**src/rtl/tensor_core_pkg.sv**
```systemverilog
// Shared types and constants for the ALU issue/dispatch stage.
package tensor_core_pkg;

  localparam int DATA_W     = 8;
  localparam int REG_ADDR_W = 3;
  localparam int OPCODE_W   = 3;
  localparam int NUM_REGS   = 8;

  // Opcodes are passed straight through to the ALU; the names document the
  // encoding the downstream ALU uses.
  typedef enum logic [OPCODE_W-1:0] {
    OP_ADD = 3'b000,
    OP_SUB = 3'b001,
    OP_AND = 3'b010,
    OP_OR  = 3'b011,
    OP_XOR = 3'b100,
    OP_NOT = 3'b101,
    OP_SHL = 3'b110,
    OP_SHR = 3'b111
  } alu_opcode_t;

  typedef enum logic [1:0] {
    IDLE = 2'b00,
    WAIT = 2'b01,
    WB   = 2'b10
  } dispatch_state_t;

  // Increment that sticks at all-ones instead of wrapping.
  function automatic logic [15:0] sat_inc16(input logic [15:0] value);
    logic [15:0] result;
    if (value == 16'hFFFF) begin
      result = 16'hFFFF;
    end else begin
      result = value + 16'h0001;
    end
    return result;
  endfunction

endpackage

```
**src/rtl/alu_dispatch_regfile.sv**
```systemverilog
// 8x8 register file for the dispatch stage: two operand read ports, one
// debug read port, a host write port and a writeback write port. When both
// write ports hit the same register on one edge, the writeback value wins.
module alu_dispatch_regfile
  import tensor_core_pkg::*;
(
  input  logic                  clock_in,
  input  logic                  reset_in,
  input  logic [REG_ADDR_W-1:0] rd1_addr,
  output logic [DATA_W-1:0]     rd1_data,
  input  logic [REG_ADDR_W-1:0] rd2_addr,
  output logic [DATA_W-1:0]     rd2_data,
  input  logic [REG_ADDR_W-1:0] dbg_addr,
  output logic [DATA_W-1:0]     dbg_data,
  input  logic                  host_we,
  input  logic [REG_ADDR_W-1:0] host_waddr,
  input  logic [DATA_W-1:0]     host_wdata,
  input  logic                  wb_we,
  input  logic [REG_ADDR_W-1:0] wb_addr,
  input  logic [DATA_W-1:0]     wb_data
);

  logic [DATA_W-1:0] regs [NUM_REGS];

  // Storage update: writeback takes priority over a host write to the same entry.
  always_ff @(posedge clock_in or posedge reset_in) begin
    if (reset_in) begin
      for (int i = 0; i < NUM_REGS; i++) begin
        regs[i] <= 8'h00;
      end
    end else begin
      for (int i = 0; i < NUM_REGS; i++) begin
        if (wb_we && (wb_addr == 3'(i))) begin
          regs[i] <= wb_data;
        end else if (host_we && (host_waddr == 3'(i))) begin
          regs[i] <= host_wdata;
        end
      end
    end
  end

  // Reads are combinational and show pre-edge contents (no bypass).
  assign rd1_data = regs[rd1_addr];
  assign rd2_data = regs[rd2_addr];
  assign dbg_data = regs[dbg_addr];

endmodule

```
**src/rtl/alu_dispatch.sv**
```systemverilog
// Issue stage in front of the 8-bit ALU. Accepts one instruction over a
// valid/ready handshake, presents opcode and register operands to the ALU,
// waits ALU_LATENCY cycles, then writes the ALU result back.
// Optional build macro ALU_DISPATCH_RETIRE_COUNT_EN adds a saturating
// 16-bit retired-instruction counter on port retired_count_out.
module alu_dispatch
  import tensor_core_pkg::*;
#(
  parameter int ALU_LATENCY = 1
)
(
  input  logic                  clock_in,
  input  logic                  reset_in,
  input  logic                  instr_valid_in,
  output logic                  instr_ready_out,
  input  logic [OPCODE_W-1:0]   instr_opcode_in,
  input  logic [REG_ADDR_W-1:0] instr_dest_in,
  input  logic [REG_ADDR_W-1:0] instr_src1_in,
  input  logic [REG_ADDR_W-1:0] instr_src2_in,
  output logic [OPCODE_W-1:0]   alu_opcode_out,
  output logic [DATA_W-1:0]     alu_input1_out,
  output logic [DATA_W-1:0]     alu_input2_out,
  input  logic [DATA_W-1:0]     alu_result_in,
  input  logic                  host_we_in,
  input  logic [REG_ADDR_W-1:0] host_waddr_in,
  input  logic [DATA_W-1:0]     host_wdata_in,
  input  logic [REG_ADDR_W-1:0] dbg_raddr_in,
  output logic [DATA_W-1:0]     dbg_rdata_out,
  output logic                  busy_out,
  output logic                  done_out
`ifdef ALU_DISPATCH_RETIRE_COUNT_EN
  ,
  output logic [15:0]           retired_count_out
`endif
);

  localparam logic [2:0] LAT_VAL = 3'(ALU_LATENCY);

  dispatch_state_t       state;
  dispatch_state_t       state_next;
  logic                  accept;
  logic                  wb_en;
  logic [2:0]            wait_cnt;
  logic [REG_ADDR_W-1:0] dest;
  logic [DATA_W-1:0]     rd1_data;
  logic [DATA_W-1:0]     rd2_data;

  alu_dispatch_regfile u_regfile (
    .clock_in   (clock_in),
    .reset_in   (reset_in),
    .rd1_addr   (instr_src1_in),
    .rd1_data   (rd1_data),
    .rd2_addr   (instr_src2_in),
    .rd2_data   (rd2_data),
    .dbg_addr   (dbg_raddr_in),
    .dbg_data   (dbg_rdata_out),
    .host_we    (host_we_in),
    .host_waddr (host_waddr_in),
    .host_wdata (host_wdata_in),
    .wb_we      (wb_en),
    .wb_addr    (dest),
    .wb_data    (alu_result_in)
  );

  // State register.
  always_ff @(posedge clock_in or posedge reset_in) begin
    if (reset_in) begin
      state <= IDLE;
    end else begin
      state <= state_next;
    end
  end

  // Next-state logic plus accept/writeback strobes.
  always_comb begin
    state_next = state;
    accept     = 1'b0;
    wb_en      = 1'b0;
    case (state)
      IDLE: begin
        if (instr_valid_in) begin
          accept     = 1'b1;
          state_next = WAIT;
        end else begin
          state_next = IDLE;
        end
      end
      WAIT: begin
        // The edge that takes the counter from 1 to 0 is the last WAIT edge.
        if (wait_cnt <= 3'd1) begin
          state_next = WB;
        end else begin
          state_next = WAIT;
        end
      end
      WB: begin
        wb_en      = 1'b1;
        state_next = IDLE;
      end
      default: begin
        state_next = IDLE;
      end
    endcase
  end

  // ALU-facing registers: loaded on accept, held otherwise; latency countdown in WAIT.
  always_ff @(posedge clock_in or posedge reset_in) begin
    if (reset_in) begin
      alu_opcode_out <= 3'b000;
      alu_input1_out <= 8'h00;
      alu_input2_out <= 8'h00;
      dest           <= 3'b000;
      wait_cnt       <= 3'd0;
    end else begin
      if (accept) begin
        alu_opcode_out <= instr_opcode_in;
        alu_input1_out <= rd1_data;
        alu_input2_out <= rd2_data;
        dest           <= instr_dest_in;
        wait_cnt       <= LAT_VAL;
      end else if ((state == WAIT) && (wait_cnt != 3'd0)) begin
        wait_cnt <= wait_cnt - 3'd1;
      end
    end
  end

  // Status decoded directly from the state flops.
  assign instr_ready_out = (state == IDLE);
  assign busy_out        = (state != IDLE);
  assign done_out        = (state == WB);

`ifdef ALU_DISPATCH_RETIRE_COUNT_EN
  logic [15:0] retired_count;

  // Count completed writebacks, holding at all-ones.
  always_ff @(posedge clock_in or posedge reset_in) begin
    if (reset_in) begin
      retired_count <= 16'h0000;
    end else if (wb_en) begin
      retired_count <= sat_inc16(retired_count);
    end
  end

  assign retired_count_out = retired_count;
`endif

endmodule

```
**config.mk**
```make
export PLATFORM = sky130hd
export DESIGN_NAME = alu_dispatch
export DESIGN_NICKNAME = d
export VERILOG_FILES = /design/src/rtl/tensor_core_pkg.sv /design/src/rtl/alu_dispatch_regfile.sv /design/src/rtl/alu_dispatch.sv
export SDC_FILE = /design/constraint.sdc
export NUM_CORES = 1
export LEC_CHECK = 0
export BUFFER_PORTS_ARGS = -buffer_cell sky130_fd_sc_hd__buf_2
export CAP_MARGIN = 5
export CELL_PAD_IN_SITES_DETAIL_PLACEMENT = 1
export CELL_PAD_IN_SITES_GLOBAL_PLACEMENT = 1
export CORE_MARGIN = 2
export CORE_UTILIZATION = 44
export DETAILED_ROUTE_END_ITERATION = 10
export GPL_ROUTABILITY_DRIVEN = 0
export HOLD_SLACK_MARGIN = 0.12
export PLACE_DENSITY_LB_ADDON = 0.1
export RECOVER_POWER = 50
export SKIP_LAST_GASP = 1
export SYNTH_ARGS = -nofsm -noshare
export SYNTH_HDL_FRONTEND = slang
export SYNTH_SLANG_ARGS = --single-unit
```
**constraint.sdc**
```tcl
create_clock -name clock_in -period 2.65 [get_ports clock_in]
set_input_delay 0.3975 -clock clock_in [delete_from_list [all_inputs] [get_ports clock_in]]
set_output_delay 0.3975 -clock clock_in [all_outputs]
set_load 0.01 [all_outputs]
```
==> summary.md, run 1 <==
| Metric | Value |
|---|---|
| CTS max path bufs | 2 |
| Vias in the first global route | 4,647 |
| Synth top area cells | dfrtp_1 (38%), mux2_2 (28%), mux4_2 (6.1%), mux2i_1 (5.6%), mux2_1 (4.7%) |
| PostCTS Resize Cnt | 0 |
| Ys async rst share | 100.0% |
| WP data required | 2.25 ns |
| Int Power | 0.004495 W |
| Most frequent cells in the layout | mux2_2 (149), dfrtp_1 (91), buf_2 (53), mux2i_1 (33), mux2_1 (25) |
| Area Overhead vs Synth | 13.29% |
| CTS Sinks | 91 |
| Synth top area share | 38.32% |
| Leading area contributor after synthesis | dfrtp_1 |
| Status | finished clean |
| Antenna Nets Post-Route | 0 |
| Routed wl met3 | 1136 microns |
| Largest net degree at the start of global routing | 92 |
| Area occupied by multi-input gates | 0.003473 sq mm |
| N_diodes | 0 |
| Syn Area/Cell | 12.78 sq um |
| Synth unique cells | 36 |
| Clock Power Share | 17.7% |
| Synth warn | 0 |
| Die Span Y | 120.2 microns |
| WL final | 17,990 microns |
| Part of the power in registers | 40.2% |
| Met1 Routed Length | 7728 microns |
| PD cells | 1026 mW/mm^2 |
| Crit path DAT | 1.84 ns |
| Worst vdd ir | 0.0004773 V |
| H-Tree Depth | 3 |
| Hold buffers post-CTS | 0 |
| Mapped Cells | 465 |
| Slew @ Worst Pin | 1.325 ns |
| Routed len/inst | 25.37 microns |
| Die footprint | 0.01445 sq mm |
| FF+latch area | 0.002277 sq mm |
| Achievable Freq | 0.4475 GHz |
| FF+latch count, synth | 91 |
| Initial antenna violation count | 0 |
| Final setup viols | 0 |
| TritonCTS Buffers | 9 |
| Synth Cell Area | 0.005942 sq mm |
| Crit end category | output pin |
| Slew Viols, Final | 0 |
| I/O Buffers | 67 |
| Total number of vias | 4,265 |
| Final nets | 569 |
| Period utilisation layout | 84.32% |
| RSZ-0062 raised after global routing | no |
| Crit path largest cell delay | 0.52 ns |
| Layout cells sized above 1 | 48.59% |
| Most used cell along the critical path | buf_2 |
| DRC Markers | 0 |
| Worst Setup Start Kind | input port |
| Worst Skew | 0.003477 ns |
| Total core area | 0.01319 sq mm |
| GRT overflow | 0 |
| Syn nets | 506 |
| Layout Cells excl Fill | 709 |
| Worst-path maximum fanout | 10 |
| GRT Util Overall | 26.22% |
| Clock latency on the worst-skew pair | 0.35 ns |
| # IOs | 68 |
| Static leakage | 2.864 nW |
| Final Hold Viols | 0 |
| Number of synthesized flops with an enable pin | 0 |
| First-pass GRT wire length | 27,830 microns |
| CP max-delay cell | mux4_2 |
| Most common cell after layout, fill and taps aside | mux2_2 |
| Max_slew headroom | 11.67% |
| Post-Place Cells | 693 |
| Drt first pass iters | 4 |
| Row cnt | 42 |
| Initial Util | 45.05% |
| Maxcap violations | 0 |
| DP HPWL | 11,870 microns |
| Sw power | 0.002411 W |
| Register area share after synthesis | 38.32% |
| Setup TNS | 0 ns |
| Sw Share | 34.91% |
| Filler Cell Count | 1,404 |
| Top Layer Used | met4 |
| Dominant synthesized flop cell | dfrtp_1 |
| Hold WC Path Type | in -> reg |
| Clock Tree Root | clkbuf_16 |
| Vias per cell | 6.016 |
| First-iteration detailed-routing DRC count | 228 |
| DR WL met2 | 8671 microns |
| Worst-path clk slew | 0.06 ns |
| Critical path cell sequence | buf_2 -> buf_12 -> mux4_2 -> mux2_2 -> buf_2 |
| DIE WIDTH | 120.2 microns |
| Min Tclk post-route | 2.234 ns |
| Critical path class | in -> out |
| CTS tree | built |
| Combinational fraction of design power | 42.1% |
| Post-CTS setup buffer count | 0 |
registers in the layout (all words and copies together) (netlist names):
name and cells:
u_regfile.regs 64, alu_input1_out 8, alu_input2_out 8, alu_opcode_out 3, dest 3, wait_cnt 3, state 2
critical path: cells and delay by family:
family | cells | cell delay, ns
multiplexers | 2 | 0.80
buffers and inverters | 3 | 0.64
metal layers:
metal,track usage [%],up-vias
met2,43.54,134
li1,-,1910
met4,9.811,0
met1,34.85,2197
met5,0,-
met3,3.915,24
through the flow:
| stage | instance area (sq um) | hold slack, ns | worst slack, ns | util (%) | total power (W) |
|---|---|---|---|---|---|
| floorplan | 5946 | 0.4910 | 0.7063 | - | 0.004828 |
| global placement | 6487 | 0.4615 | 0.4399 | 49.18 | 0.005553 |
| detailed placement | 6487 | 0.4654 | 0.4136 | 49.18 | 0.005721 |
| CTS | 6761 | 0.2123 | 0.3982 | 51.26 | 0.006982 |
| global route | 6731 | 0.2680 | 0.3658 | 51.03 | 0.007394 |
| finish | 6731 | 0.2526 | 0.4155 | 51.03 | 0.006906 |
cell usage after synthesis, drive strengths merged (2+ instances only):
library cell	count
nand2b	3
and4bb	2
nor2	7
nor2b	6
dfrtp	91
o31ai	16
mux2	174
mux2i	33
nand2	26
o21ai	3
nand3	3
nand4b	3
o21bai	2
clkbuf	4
ha	3
mux4	16
a22o	16
inv	6
buf	25
o22ai	16
nor4b	2
power groups by stage:
stage / combinational (W) / clock [W] / sequential (W)
detailed placement: 0.00294 / 0 / 0.00278
floorplan: 0.00220 / 0 / 0.00263
CTS: 0.00296 / 0.00126 / 0.00276
finish: 0.00290 / 0.00122 / 0.00278
global route: 0.00320 / 0.00131 / 0.00288
global placement: 0.00282 / 0 / 0.00274
logic make-up (layout without fill, tap and decap cells):
family,count (synthesis),after routing,share of synthesized area [%]
simple gates,58,58,6.296
flops,91,91,38.32
compound gates,55,55,6.822
mux,223,223,44.60
buf+inv,35,103,3.327
fa+ha+maj,3,3,0.6318
cell type report:
| cell class | instances | share of cell area (%) |
|---|---|---|
| Inverter | 6 | 0.3903 |
| Tap cell | 176 | 3.271 |
| Clock inverter | 2 | 0.1487 |
| Sequential cell | 91 | 33.83 |
| Multi-Input combinational cell | 339 | 51.60 |
| Timing Repair Buffer | 81 | 6.840 |
| Clock buffer | 14 | 3.922 |
final timing paths:
kind,startpoint,end,slack (ns),cells after the start
max in group asynchronous,reset_in,alu_input2_out[4],1.29,3
hold / removal,instr_opcode_in[0],alu_opcode_out[0],0.25,2
setup / recovery,dbg_raddr_in[0],dbg_rdata_out[2],0.42,5
min in group asynchronous,reset_in,u_regfile.regs[19],0.50,3
hold reg to reg,alu_input1_out[7],alu_input1_out[7],0.48,2
setup reg to reg,state[1],u_regfile.regs[52],0.82,3
Power figures use the tool's default switching activity.
==> inputs of run 2 (changes only) <==
--- a/config.mk
+++ b/config.mk
@@ -10,7 +10,7 @@
 export CELL_PAD_IN_SITES_DETAIL_PLACEMENT = 1
 export CELL_PAD_IN_SITES_GLOBAL_PLACEMENT = 1
 export CORE_MARGIN = 2
-export CORE_UTILIZATION = 44
+export CORE_UTILIZATION = 48
 export DETAILED_ROUTE_END_ITERATION = 10
 export GPL_ROUTABILITY_DRIVEN = 0
 export HOLD_SLACK_MARGIN = 0.12
==> constraint.sdc (replaced) <==
create_clock -name clock_in -period 2.3 [get_ports clock_in]
set_input_delay 0.345 -clock clock_in [delete_from_list [all_inputs] [get_ports clock_in]]
set_output_delay 0.345 -clock clock_in [all_outputs]
set_load 0.01 [all_outputs]
==> summary.md, run 2 (same netlist as run 1, synthesis figures left out) <==
| Metric | Value |
|---|---|
| Total core area | 0.01206 sq mm (-8.6%) |
| Hold WC Path Type | in -> reg |
| CTS tree | built |
| CP max-delay cell | mux4_2 |
| Crit path largest cell delay | 0.48 ns (-0.04 ns) |
| Routed len/inst | 25.24 microns (-0.53%) |
| Crit path DAT | 1.68 ns (-0.16 ns) |
| Status | finished clean |
| Critical path depth | 3 (-2) |
| N_diodes | 0 (unchanged) |
| Min Tclk post-route | 2.028 ns |
| Setup TNS | 0 ns (unchanged) |
| Achievable Freq | 0.4930 GHz |
| Clock latency on the worst-skew pair | 0.35 ns (about the same) |
| Clock Tree Root | clkbuf_16 |
| Fin worst setup slack | 0.2716 ns (-0.1439 ns) |
| Vias per cell | 6.047 (+0.52%) |
| Period utilisation layout | 88.19% |
| Initial antenna violation count | 0 (unchanged) |
| Worst Skew | 0.006183 ns (+0.002707 ns) |
| WP data required | 1.96 ns (-0.29 ns) |
| Critical path cell sequence | mux4_2 -> mux2_2 -> buf_2 |
| Crit end category | output pin |
| WL final | 17,770 microns (-1.2%) |
| TritonCTS Buffers | 9 (unchanged) |
| CTS max path bufs | 2 (unchanged) |
| Largest net degree at the start of global routing | 54 (-41%) |
| First-pass GRT wire length | 27,270 microns (-2.0%) |
| Final Hold Viols | 0 (unchanged) |
| RSZ-0062 raised after global routing | no |
| Row cnt | 40 (-4.8%) |
| Max reg flops | 64 (unchanged) |
| Largest Register | u_regfile.regs |
| DRC Markers | 0 (unchanged) |
| Final setup viols | 0 (unchanged) |
| Die Span Y | 115.3 microns (-4.1%) |
| Die footprint | 0.01328 sq mm (-8.1%) |
| H-Tree Depth | 3 (unchanged) |
| Worst Hold Depth | 2 (unchanged) |
| Worst Setup Start Kind | flip-flop |
| Initial Util | 49.26% (+4.2 points) |
| First-iteration detailed-routing DRC count | 283 (+24%) |
| GRT Util Overall | 28.40% (+2.2 points) |
| Most common cell after layout, fill and taps aside | mux2_2 |
| Final nets | 573 (+0.70%) |
| Max_slew headroom | 46.98% (+35 points) |
| Static leakage | 2.870 nW (+0.20%) |
| Vias in the first global route | 4,504 (-3.1%) |
| CTS Sinks | 91 (unchanged) |
| Most frequent cells in the layout | mux2_2 (149), dfrtp_1 (91), buf_2 (48), mux2i_1 (33), mux2_1 (25) |
| Antenna Nets Post-Route | 0 (unchanged) |
| Layout cells sized above 1 | 48.13% (-0.46 points) |
| Slew Viols, Final | 0 (unchanged) |
| Total number of vias | 4,257 (-0.19%) |
| Layout Cells excl Fill | 704 (-0.71%) |
| DIE WIDTH | 115.3 microns (-4.1%) |
| Critical path class | reg -> out |
| Slew @ Worst Pin | 0.7909 ns (-0.5340 ns) |
| PD cells | 1184 mW/mm^2 (+15%) |
| PostCTS Resize Cnt | 0 (unchanged) |
| Maxcap violations | 0 (unchanged) |
| Worst path buffer plus inverter count | 1 (-2) |
| Critical path's top delay family | multiplexers |
| Area Overhead vs Synth | 13.58% |
| Filler Cell Count | 1,255 (-11%) |
| GRT overflow | 0 (unchanged) |
| Worst vdd ir | 0.0004870 V (+2.0%) |
| Worst-path clk slew | 0.07 ns (about the same) |
| DP Worst Slack | 0.3438 ns (-0.06980 ns) |
| Worst-path maximum fanout | 4 (-6) |
| DP HPWL | 11,500 microns (-3.2%) |
| I/O Buffers | 67 (unchanged) |
| Final Util | 55.95% (+4.9 points) |
| Post-Place Cells | 688 (-0.72%) |
| Worst R2R Path Depth | 3 (unchanged) |
| # IOs | 68 (unchanged) |
| Drt first pass iters | 4 (unchanged) |
| Biggest regs | u_regfile.regs (64), alu_input1_out (8), alu_input2_out (8) |
==> run 2: cell count changes in the layout (fill, tap and decap cells not counted), sizes merged <==
cell	delta
buf	-3
clkbuf	+5
dlygate4sd3	+1
==> run 2: area by class of cell <==
class,instances,area [sq um],area share [%]
flip-flops and latches,91,2277,33.74
repair buffers,85,484.2,7.175
clock inverters,2,10.01,0.1483
multi-input cells,339,3473,51.46
inverters,6,23.77,0.3522
well taps,168,210.2,3.115
clock buffers,13,270.3,4.004
==> run 2: power by group <==
part	total [W]	switching (W)	leakage [nW]	internal, W
clock	0.00143	0.000617	0.141	0.000812
combinational	0.00335	0.00139	1.65	0.00196
sequential	0.00321	0.000794	1.07	0.00242
==> run 2: worst paths after layout <==
path | start | to | slack [ns]
max | u_regfile.regs[40] | dbg_rdata_out[0] | 0.27
max reg2reg | state[1] | u_regfile.regs[44] | 0.50
min reg2reg | alu_input1_out[4] | alu_input1_out[4] | 0.48
min in group asynchronous | reset_in | u_regfile.regs[44] | 0.66
min | instr_dest_in[2] | dest[2] | 0.20
max in group asynchronous | reset_in | u_regfile.regs[41] | 0.39
==> run 2: what timing repair did <==
item,in CTS,in global routing
hold endpoints to repair,15,0
hold buffers,1,0
setup buffers,0,0
==> run 2: per-layer routing <==
| metal | share of wire (%) | routed length [microns] | global-route usage [%] | vias to the layer above |
|---|---|---|---|---|
| met2 | 51 | 9042 | 48.71 | 129 |
| met3 | 4.2 | 739 | 3.690 | 33 |
| li1 | - | - | - | 1914 |
| met1 | 42 | 7474 | 36.36 | 2181 |
| met4 | 2.9 | 510 | 11.65 | 0 |
| met5 | 0 | 0 | 0 | - |
==> run 2: through the flow <==
stage | power, W | hold slack (ns) | instance area [sq um]
floorplan | 0.005563 | 0.4767 | 5946
global placement | 0.006365 | 0.3666 | 6500
detailed placement | 0.006594 | 0.3758 | 6500
CTS | 0.008074 | 0.1953 | 6790
global route | 0.008538 | 0.2099 | 6749
finish | 0.007990 | 0.2027 | 6749
